===== src/rtl/spi_pkg.sv =====
// spi_pkg: shared types and constants for the SPI slave front end.
// State, command encodings and widths used across the SPI-to-RAM path.
package spi_pkg;

  localparam int DATA_W = 8;
  localparam int CMD_W  = DATA_W + 2;
  localparam int CNT_W  = 4;

  typedef enum logic [2:0] {
    IDLE,
    CHK_CMD,
    WRITE,
    READ_ADD,
    READ_DATA
  } state_t;

  typedef enum logic [1:0] {
    CMD_WR_ADDR = 2'b00,
    CMD_WR_DATA = 2'b01,
    CMD_RD_ADDR = 2'b10,
    CMD_RD_DATA = 2'b11
  } cmd_t;

  function automatic logic [CMD_W-1:0] shift_in(
    input logic [CMD_W-1:0] w,
    input logic             b
  );
    return {w[CMD_W-2:0], b};
  endfunction

endpackage


===== src/rtl/spi_slave.sv =====
// spi_slave: MOSI/SS_n framed command words to RAM, RAM read data to MISO.
// Serial clock and system clock are the same clk.
import spi_pkg::*;

module spi_slave (
  input  logic              clk,
  input  logic              rst_n,
  input  logic              SS_n,
  input  logic              MOSI,
  output logic              MISO,
  output logic [CMD_W-1:0]  rx_data,
  output logic              rx_valid,
  input  logic [DATA_W-1:0] tx_data,
  input  logic              tx_valid
);

  localparam logic [CNT_W-1:0] RX_LAST = CNT_W'(CMD_W - 1);
  localparam logic [CNT_W-1:0] RX_FULL = CNT_W'(CMD_W);
  localparam logic [CNT_W-1:0] TX_LAST = CNT_W'(DATA_W);
  localparam logic [CNT_W-1:0] TX_DONE = CNT_W'(DATA_W + 1);

  state_t             state;
  logic [CNT_W-1:0]   bit_cnt;
  logic [CNT_W-1:0]   tx_cnt;
  logic [CMD_W-1:0]   rx_sr;
  logic [DATA_W-1:0]  tx_sr;
  logic               rd_addr_seen;

  // Frame FSM: word assembly, read-address tracking and MISO serialiser.
  always_ff @(posedge clk) begin
    if (!rst_n) begin
      state        <= IDLE;
      bit_cnt      <= '0;
      tx_cnt       <= '0;
      rx_sr        <= '0;
      tx_sr        <= '0;
      rx_data      <= '0;
      rx_valid     <= 1'b0;
      MISO         <= 1'b0;
      rd_addr_seen <= 1'b0;
    end else begin
      rx_valid <= 1'b0;
      if (SS_n) begin
        state   <= IDLE;
        bit_cnt <= '0;
        tx_cnt  <= '0;
        MISO    <= 1'b0;
      end else begin
        unique case (state)
          IDLE: begin
            state   <= CHK_CMD;
            bit_cnt <= '0;
            tx_cnt  <= '0;
          end
          CHK_CMD: begin
            rx_sr   <= {{(CMD_W-1){1'b0}}, MOSI};
            bit_cnt <= CNT_W'(1);
            if (!MOSI)
              state <= WRITE;
            else if (rd_addr_seen)
              state <= READ_DATA;
            else
              state <= READ_ADD;
          end
          WRITE, READ_ADD, READ_DATA: begin
            if (bit_cnt < RX_FULL) begin
              rx_sr   <= shift_in(rx_sr, MOSI);
              bit_cnt <= bit_cnt + CNT_W'(1);
              if (bit_cnt == RX_LAST) begin
                rx_data  <= shift_in(rx_sr, MOSI);
                rx_valid <= 1'b1;
                if (state == READ_ADD)
                  rd_addr_seen <= 1'b1;
                if (state == READ_DATA)
                  rd_addr_seen <= 1'b0;
              end
            end else if (state == READ_DATA) begin
              if (tx_cnt == '0) begin
                if (tx_valid) begin
                  MISO   <= tx_data[DATA_W-1];
                  tx_sr  <= {tx_data[DATA_W-2:0], 1'b0};
                  tx_cnt <= CNT_W'(1);
                end
              end else if (tx_cnt < TX_LAST) begin
                MISO   <= tx_sr[DATA_W-1];
                tx_sr  <= {tx_sr[DATA_W-2:0], 1'b0};
                tx_cnt <= tx_cnt + CNT_W'(1);
              end else begin
                MISO   <= 1'b0;
                tx_cnt <= TX_DONE;
              end
            end
          end
          default: state <= IDLE;
        endcase
      end
    end
  end

endmodule


===== config.mk =====
export PLATFORM = sky130hd
export DESIGN_NAME = spi_slave
export DESIGN_NICKNAME = d
export VERILOG_FILES = /design/src/rtl/spi_pkg.sv /design/src/rtl/spi_slave.sv
export SDC_FILE = /design/constraint.sdc
export NUM_CORES = 1
export LEC_CHECK = 0
export CORE_ASPECT_RATIO = 0.9
export CORE_MARGIN = 2
export CORE_UTILIZATION = 27
export CTS_CLUSTER_SIZE = 25
export DETAILED_ROUTE_END_ITERATION = 7
export MAX_ROUTING_LAYER = met4
export SLEW_MARGIN = 40
export SYNTH_ARGS = -nofsm -noshare
export SYNTH_HDL_FRONTEND = slang
export SYNTH_SLANG_ARGS = --single-unit
export TNS_END_PERCENT = 1

===== constraint.sdc =====
create_clock -name clk -period 4.64 [get_ports clk]
set_input_delay 0.464 -clock clk [delete_from_list [all_inputs] [get_ports clk]]
set_output_delay 0.464 -clock clk [all_outputs]
set_load 0.01 [all_outputs]

# After elaboration in Yosys (flattened, before gate mapping)
# Cells that the tools add are included.
[word_totals]
n_memories = 0
output_inout_bits = 12
elab_cells = 66
input_bits = 13
regBits = 41
mem_bits_rw = 0
latch_bits = 0
rom_bits = 0
[classes]
div = 0
n_mul = 0
n_mux = 22
magnitude_cmp = 2
bitwise_logic = 4
addsub = 2
n_shift = 0
eq_ne = 10
n_reduce_logical = 17
[op_table]
columns = ["operator", "n"]
rows = [
  ["$mux 4", 6],
  ["$mux 8", 3],
  ["$pmux 9 s2", 1],
  ["$pmux 4 s3", 1],
  ["$reduce_and 4->1", 3],
  ["$mux 9", 1],
  ["$pmux 3 s3", 1],
  ["$add 4x1->4 const B", 2],
  ["$lt 4x4->1 const B", 2],
  ["$ne 2x2->1 const B", 4],
  ["$pmux 4 s2", 1],
  ["$reduce_bool 2->1", 4],
  ["$eq 3x2->1 const B", 2],
  ["$mux 1", 6],
  ["$mux 3", 2],
  ["$reduce_and 6->1", 1],
  ["$reduce_and 5->1", 1],
  ["$eq 4x4->1 const B", 1],
  ["$logic_not 4->1", 1],
  ["$not 1->1", 4],
  ["$reduce_or 4->1", 1],
  ["$eq 3x1->1 const B", 1],
  ["$eq 3x3->1 const B", 1],
  ["$logic_not 3->1", 1],
  ["other kinds (6)", 6],
]

# Logic depth before layout (Yosys ltp)
# Gate-level depths: netlist of the first run.
[logic_depth]
word_depth = 6
mapped_depth = 7
mapped_depth_nobuf = 6

# Worst setup path before layout of the first run
# OpenSTA, ideal clock, no wires.
[synth_path]
path_type = "reg-to-reg"
from = "register tx_cnt[0]"
to = "register tx_cnt[3]"
arrival_ns = 1.672
path_stages_with_launch = 7
setup_time_ns = 0.131
path_slack_ns = 2.838
cell_sequence = "dfxtp_1 inv_1 ha_1 nor4b_1 o21ai_0 a31oi_1 nor3_1"
[synth_between]
elab_chain_len = 6
[synth_lines]
columns = ["item", "line_no", "source"]
rows = [
  ["start, declared", "spi_slave.sv:24", "logic [CNT_W-1:0] tx_cnt;"],
  ["start signal, assigned", "spi_slave.sv:87", "tx_cnt <= tx_cnt + CNT_W'(1);"],
  ["$add 4x1->4 or $lt 4x4->1 (tied branches)", "spi_slave.sv:87, spi_slave.sv:84", ""],
  ["$mux 4", "spi_slave.sv:84", "end else if (tx_cnt < TX_LAST) begin"],
  ["$mux 4", "spi_slave.sv:78", "if (tx_cnt == '0) begin"],
  ["$mux 4", "spi_slave.sv:77", "end else if (state == READ_DATA) begin"],
  ["$mux 4", "spi_slave.sv:66", "if (bit_cnt < RX_FULL) begin"],
  ["$pmux 4 s2", "spi_slave.sv:49", "unique case (state)"],
]
# Several ways; a longest one is shown, not always the timed one. The select of a mux whose other input is x is not followed.
# A chain may end at the register's enable or synchronous reset.

# Worst setup path in the final report of the first run
[layout_path]
from = "register state[2]"
to = "register rd_addr_seen"
[layout_between]
elab_chain_len = 3
[layout_lines]
columns = ["item", "line_no", "source"]
rows = [
  ["start, declared", "spi_slave.sv:22", "state_t state;"],
  ["start signal, assigned", "spi_slave.sv:32", "state <= IDLE;"],
  ["start signal, assigned", "spi_slave.sv:44", "state <= IDLE;"],
  ["start signal, assigned", "spi_slave.sv:51", "state <= CHK_CMD;"],
  ["$eq 3x2->1, or another cell as far along", "spi_slave.sv:49, spi_slave.sv:72", ""],
  ["$reduce_or 3->1 or $reduce_bool 2->1 (tied branches)", "--", ""],
  ["$reduce_and 5->1 (no line)", "--", ""],
  ["end signal, assigned", "spi_slave.sv:40", "rd_addr_seen <= 1'b0;"],
  ["end signal, assigned", "spi_slave.sv:73", "rd_addr_seen <= 1'b1;"],
  ["end signal, assigned", "spi_slave.sv:75", "rd_addr_seen <= 1'b0;"],
  ["end, declared", "spi_slave.sv:27", "logic rd_addr_seen;"],
]
# Several ways; a longest one is shown, not always the timed one.

==> summary.md, run 1 <==
| Metric | Value |
|---|---|
| Status | `finished, final reports clean` |
| Internal cell power | `0.5258 mW` |
| Die extent in y | `84.12 µm` |
| First-pass GRT wire length | `7.038 mm` |
| Post-Synthesis Cells | `between 200 and 250` |
| Clock Root Buffer | `clkbuf_8` |
| Comb pwr share | `5.9%` |
| Register area | `800.8 µm²` |
| Post-route design area | `around 2300 µm²` |
| Wire length on met2 | `1.827 mm` |
| Synth area leader | `dfxtp_1` |
| Ports | `25` |
| Post-synthesis area per instance | `between 8 and 9 µm²` |
| Tightest Pin Transition | `around 800 ps` |
| Flip-flop and latch count after synthesis | `40` |
| Post-synth cell types | `42` |
| Vias/cell | `roughly 4.8` |
| DRC Markers | `0` |
| Setup-failing EPs final | `0` |
| Overflow after GRT | `0` |
| Setup Skew | `5.227 ps` |
| Antenna violations before repair | `0` |
| IR Drop Worst-Case VDD | `0.1264 mV` |
| Number of fillers in the final layout | `757` |
| Endpoints failing hold | `0` |
| Max-Cap Viols | `0` |
| Multi-input gate area | `1002 µm²` |
| Post-route insts no fill | `between 300 and 400` |
| Post-CTS setup buffers | `0` |
| Clk_lat worst skew | `290 ps` |
| Pwr dens | `296.9 nW/µm²` |
| Placer Congestion | `0.7965` |
| Met1 wire length | `roughly 2.1 mm` |
| Most frequent cells in the layout | `dfxtp_1 (40), a21oi_1 (24), clkdlybuf4s50_1 (24)` |
| Synth top area cells | `dfxtp_1 (42%), mux2i_1 (9.9%), a21oi_1 (6.2%), nor2_1 (4.1%), nand2_1 (2.7%)` |
| Slew headroom | `46.50%` |
| Flop pwr share | `between 50% and 60%` |
| Leakage | `0.7728 nW` |
| Max FO, Critical Path | `18` |
| 1st-iter DRT viols | `87` |
| Cell count after placement | `319` |
| Post-route ant nets | `0` |
| Post-CTS Hold Buffers | `0` |
| Clock power share | `between 40 and 50%` |
| Top layer in use | `met4` |
| Tcrit/Tclk final | `53.38%` |
| Total GRT Usage | `11.40%` |
| Die width | `~93 µm` |
| Fmax | `403.7 MHz` |
| DP Wirelength | `2.815 mm` |
| WL/cell | `12.62 µm` |
| Resize count post-CTS | `0` |
| Clock net sink count | `40` |
| Unrepaired setup endpoints after global routing | `false` |
| Num CTS Buffers | `5` |
| CTS tree | `done` |
| Warnings from Yosys | `0` |
| Share of cells above drive strength 1 | `8.120%` |
| Core footprint | `6967 µm²` |
| Rows | `29` |
| Mapped cell area | `roughly 1900 µm²` |
| Net Count, Synth | `233` |
| Critical Path Source Type | `flop` |
| Switching pwr | `roughly 0.16 mW` |
| CP endpoint kind | `flop` |
| Setup_tns | `0 ps` |
| Antenna cells | `0` |
| Min cycle time layout | `2477 ps` |
| WL final | `4.126 mm` |
| Input/output buffers | `24` |
| Clock buffer depth | `2` |
| H-tree levels | `2` |
| Final net count | `250` |
| Most common cell after layout, fill and taps aside | `dfxtp_1` |
| Seq/Total Area, Yosys | `41.59%` |
| Area after DPL | `2205 µm²` |
| Switching Fraction | `23.65%` |
| CP arrival | `about 2700 ps` |
| Drt first pass iters | `4` |
| Crit path kind | `flop to flop` |
| Initial Utilization | `27.64%` |
| Critical Path RT | `4810 ps` |
| Reg clk slew, reported paths | `90 ps` |
| Worst Hold Class | `flop to flop` |
| Die area | `7824 µm²` |
| Routed length on met3 | `166 µm` |
| Slew Limit Fails | `0` |
| Pin count of the biggest net entering global routing | `29` |
| Vias in the first global route | `approximately 1.6k` |
| Total Power | `0.6887 mW` |
| Yosys top cell area share | `41.59%` |
| DR vias | `1,568` |
| Synthesis-to-finish area growth | `20.47%` |
-- cells by family after synthesis --
group | count (synthesis) | synth area share (%)
AO/OA/AOI/OAI | 54 | 18.91
multiplexers | 20 | 10.46
AND/OR/NAND/NOR | 73 | 19.75
buffers and inverters | 25 | 6.692
adder cells (fa/ha/maj) | 4 | 2.599
flip-flops | 40 | 41.59
-- routing by layer --
| layer | up-vias | global-route usage, % |
|---|---|---|
| met1 | 736 | 14.83 |
| met2 | 31 | 16.93 |
| met3 | 2 | 3.975 |
| met5 | - | - |
| li1 | 799 | - |
| met4 | 0 | 2.941 |
-- power by group through the flow --
stage	sequential [mW]	combinational, mW	clock [mW]
finish	0.350	0.0406	0.298
global route	0.351	0.0448	0.317
CTS	0.350	0.0406	0.302
detailed placement	0.358	0.0404	0
global placement	0.358	0.0400	0
floorplan	0.355	0.0272	0
-- cell type report --
cell class	count	share of cell area [%]
Multi-Input combinational cell	151	43.20
Sequential cell	40	34.52
Timing Repair Buffer	25	10.68
Tap cell	93	5.016
Clock buffer	5	2.967
Clock inverter	3	1.996
Inverter	10	1.618
-- flip-flops by register name (all words and copies together), names as in the netlist --
register,count
rx_sr,9
rx_valid,1
bit_cnt,4
MISO,1
tx_cnt,4
state,3
rd_addr_seen,1
rx_data,10
tx_sr,7
-- worst max-delay path, cell delays in order (launching register included) --
cell	delay, ps
dfxtp_1	630
or3b_1	600
a211oi_4	780
mux2i_1	270
a21oi_1	80
-- Yosys cell counts --
library cell	n
o21a_1	2
nor2b_1	2
a211oi_2	4
a31o_2	1
a21oi_1	24
nor3_1	7
buf_6	4
nand3_1	10
nor2_1	21
nand2_1	14
mux2i_1	19
and2_1	1
a2111oi_0	4
a211oi_1	4
nor4b_1	1
ha_1	4
clkbuf_1	8
inv_1	9
nand4_1	2
or3_1	3
o31ai_1	1
nor3b_1	1
buf_2	1
buf_1	1
nand4b_1	1
o2111ai_1	1
or4bb_1	1
o21ai_0	8
nor4b_4	1
a22o_1	1
a211o_1	1
a31oi_1	1
nand2b_1	5
mux2_2	1
nand3b_1	1
or3b_1	1
and3_1	1
o21ai_1	1
dfxtp_1	40
buf_4	1
clkinv_1	1
a211oi_4	1
-- final timing paths --
check	start	to	slack, ps	depth (start not counted)
min reg2reg	MISO$_SDFFE_PP0P_	MISO$_SDFFE_PP0P_	470	2
min	MISO$_SDFFE_PP0P_	MISO$_SDFFE_PP0P_	470	2
max reg2reg	state[2]$_SDFFE_PP0P_	rd_addr_seen$_SDFFE_PN0P_	2160	4
max	state[2]$_SDFFE_PP0P_	rd_addr_seen$_SDFFE_PN0P_	2160	4
-- stage by stage --
| step | util, % | setup WS [ps] | hold WS [ps] |
|---|---|---|---|
| 6_report | 33.30 | 2163 | 468.3 |
| 5_1_grt | 33.30 | 1995 | 492.5 |
| 4_1_cts | 33.30 | 2142 | 474.0 |
| 3_5_place_dp | 31.65 | 2149 | 462.3 |
| 3_3_place_gp | 31.56 | 2190 | 454.0 |
| 2_1_floorplan | - | 2838 | 443.5 |
Note: power is estimated with default switching activity, not from simulation.
==> run 2, diff against run 1 <==
==> constraint.sdc (replaced) <==
create_clock -name clk -period 2.4 [get_ports clk]
set_input_delay 0.24 -clock clk [delete_from_list [all_inputs] [get_ports clk]]
set_output_delay 0.24 -clock clk [all_outputs]
set_load 0.01 [all_outputs]
==> run 2 against run 1 <==
Compared with the run above:
- utilization is 0.56 points higher
- register-to-register slack worse by 1800 ps
- sequential share of layout area is 0.57 points lower
- worst setup slack worse by 1800 ps
- non-clock buffer count is 6 higher
- routed wire length is 1.6% lower
- sequential power is 93% higher
- clock power is 90% higher
- final area is 1.7% higher
- largest power group unchanged
- highest routed layer unchanged
==> summary.md, run 2 (synthesis results as in run 1) <==
| Metric | Value |
|---|---|
| Slew Limit Fails | `0 (unchanged)` |
| Die extent in y | `84.12 µm (unchanged)` |
| CP arrival | `2180 ps (was 2650 ps)` |
| Core footprint | `6967 µm² (unchanged)` |
| Critical Path RT | `2570 ps (was 4810 ps)` |
| IR Drop Worst-Case VDD | `0.2610 mV (was 0.1264 mV)` |
| Tightest Pin Transition | `678.9 ps (was 800.0 ps)` |
| Share of cells above drive strength 1 | `9.583% (was 8.120%)` |
| WL/cell | `12.19 µm (was 12.62 µm)` |
| Clock net sink count | `40 (unchanged)` |
| 1st-iter DRT viols | `168 (was 87)` |
| Antenna cells | `0 (unchanged)` |
| Synthesis-to-finish area growth | `22.48% (was 20.47%)` |
| Initial Utilization | `27.64% (unchanged)` |
| DRC Markers | `0 (unchanged)` |
| Vias in the first global route | `1,444 (was 1,607)` |
| Placer Congestion | `0.8694 (was 0.7965)` |
| Setup_tns | `0 ps (unchanged)` |
| Post-route ant nets | `0 (unchanged)` |
| Crit path kind | `flop to flop (unchanged)` |
| Resize count post-CTS | `0 (unchanged)` |
| Cell count after placement | `325 (was 319)` |
| Setup-failing EPs final | `0 (unchanged)` |
| Post-CTS setup buffers | `0 (unchanged)` |
| Vias/cell | `4.799 (was 4.795)` |
| Endpoints failing hold | `0 (unchanged)` |
| CTS tree | `done (unchanged)` |
| Largest regs | `rx_data: 10 flops, rx_sr: 9 flops, tx_sr: 7 flops (unchanged)` |
| Slew headroom | `54.44% (was 46.50%)` |
| Leakage | `0.7983 nW (was 0.7728 nW)` |
| WL final | `4.059 mm (was 4.126 mm)` |
| Post-CTS Hold Buffers | `0 (unchanged)` |
| Clk_lat worst skew | `290 ps (about the same)` |
| Tcrit/Tclk final | `83.90% (was 53.38%)` |
| Most common cell after layout, fill and taps aside | `dfxtp_1 (unchanged)` |
| Rows | `29 (unchanged)` |
| Reg clk slew, reported paths | `90 ps (about the same)` |
| Drt first pass iters | `4 (unchanged)` |
| Setup Skew | `5.339 ps (was 5.227 ps)` |
| Max reg flops | `10 (unchanged)` |
| Fmax | `496.6 MHz (was 403.7 MHz)` |
| Worst Hold Class | `flop to flop (unchanged)` |
| Unrepaired setup endpoints after global routing | `false (unchanged)` |
| Total GRT Usage | `11.13% (was 11.40%)` |
| Clock buffer depth | `2 (unchanged)` |
| Overflow after GRT | `0 (unchanged)` |
| Critical Path Source Type | `flop (unchanged)` |
| Hold Slack | `469.6 ps (was 468.3 ps)` |
| Pin count of the biggest net entering global routing | `28 (was 29)` |
| Total Power | `1.323 mW (was 0.6887 mW)` |
| CP endpoint kind | `flop (unchanged)` |
| Antenna violations before repair | `0 (unchanged)` |
| Num CTS Buffers | `5 (unchanged)` |
| Max FO, Critical Path | `13 (was 18)` |
| Post-route insts no fill | `333 (was 327)` |
| Status | `finished, final reports clean (unchanged)` |
| Most flop-heavy register | `rx_data (unchanged)` |
| Ports | `25 (unchanged)` |
| Most frequent cells in the layout | `dfxtp_1 (40), a21oi_1 (24), clkdlybuf4s50_1 (24) (unchanged)` |
| Number of fillers in the final layout | `719 (was 757)` |
| Input/output buffers | `24 (unchanged)` |
| Clock Root Buffer | `clkbuf_8 (unchanged)` |
| DR vias | `1,598 (was 1,568)` |
| DP Wirelength | `2.796 mm (was 2.815 mm)` |
| Die area | `7824 µm² (unchanged)` |
| Pwr dens | `560.9 nW/µm² (was 296.9 nW/µm²)` |
| Final net count | `256 (was 250)` |
| First-pass GRT wire length | `6.955 mm (was 7.038 mm)` |
| H-tree levels | `2 (unchanged)` |
| Max-Cap Viols | `0 (unchanged)` |
| Die width | `93.02 µm (unchanged)` |
| Min cycle time layout | `2014 ps (was 2477 ps)` |
## run 2: changes by cell type in the layout (fill, tap and decap cells not counted)
cell      delta
clkinv_1     +1
nor4b_2      -1
buf_4        +6
nor4b_1      +1
inv_2        -1
## run 2: metal layers
metal  vias up  share of wire [%]  track usage (%)  routed length, µm
met5         -                  0                -                  0
met4         0               0.39            2.406                 16
met3         2                4.6            2.800                188
met2        42                 45            15.81               1823
met1       748                 50            15.93               2030
li1        806                  -                -                  -
## run 2: path summary, 6_finish.rpt
check | from | endpoint | slack, ps | depth (start not counted)
max | state[1]$_SDFFE_PP0P_ | rd_addr_seen$_SDFFE_PN0P_ | 390 | 5
max reg2reg | state[1]$_SDFFE_PP0P_ | rd_addr_seen$_SDFFE_PN0P_ | 390 | 5
min | rx_sr[1]$_SDFFE_PN0P_ | rx_sr[2]$_SDFFE_PN0P_ | 470 | 2
min reg2reg | rx_sr[1]$_SDFFE_PN0P_ | rx_sr[2]$_SDFFE_PN0P_ | 470 | 2
## run 2: through the flow
stage                     util (%)  instance area (µm²)  setup WS, ps
after floorplan                  -                 1926         597.7
after global placement       32.20                 2243         425.0
after detailed placement     32.20                 2243         408.7
after CTS                    33.85                 2359         383.6
after global routing         33.85                 2359         245.9
final                        33.85                 2359         386.3
## run 2: critical path, cell delays in order (launching register included)
cell	delay, ps
dfxtp_1	430
or3b_1	610
a211oi_4	300
buf_4	270
mux2i_1	210
a21oi_1	70
## run 2: power by group
group,leakage (nW),switching (mW),internal (mW)
Combinational,0.421,0.0447,0.0373
Clock,0.0548,0.252,0.313
Sequential,0.323,0.00755,0.668
## run 2: area by class of cell
class | instances | area, µm² | area share (%)
Inverter | 10 | 37.54 | 1.592
Clock inverter | 3 | 46.29 | 1.963
Timing Repair Buffer | 31 | 292.8 | 12.41
Tap cell | 93 | 116.4 | 4.934
Clock buffer | 5 | 68.82 | 2.918
Sequential cell | 40 | 800.8 | 33.95
Multi-Input combinational cell | 151 | 996.0 | 42.23
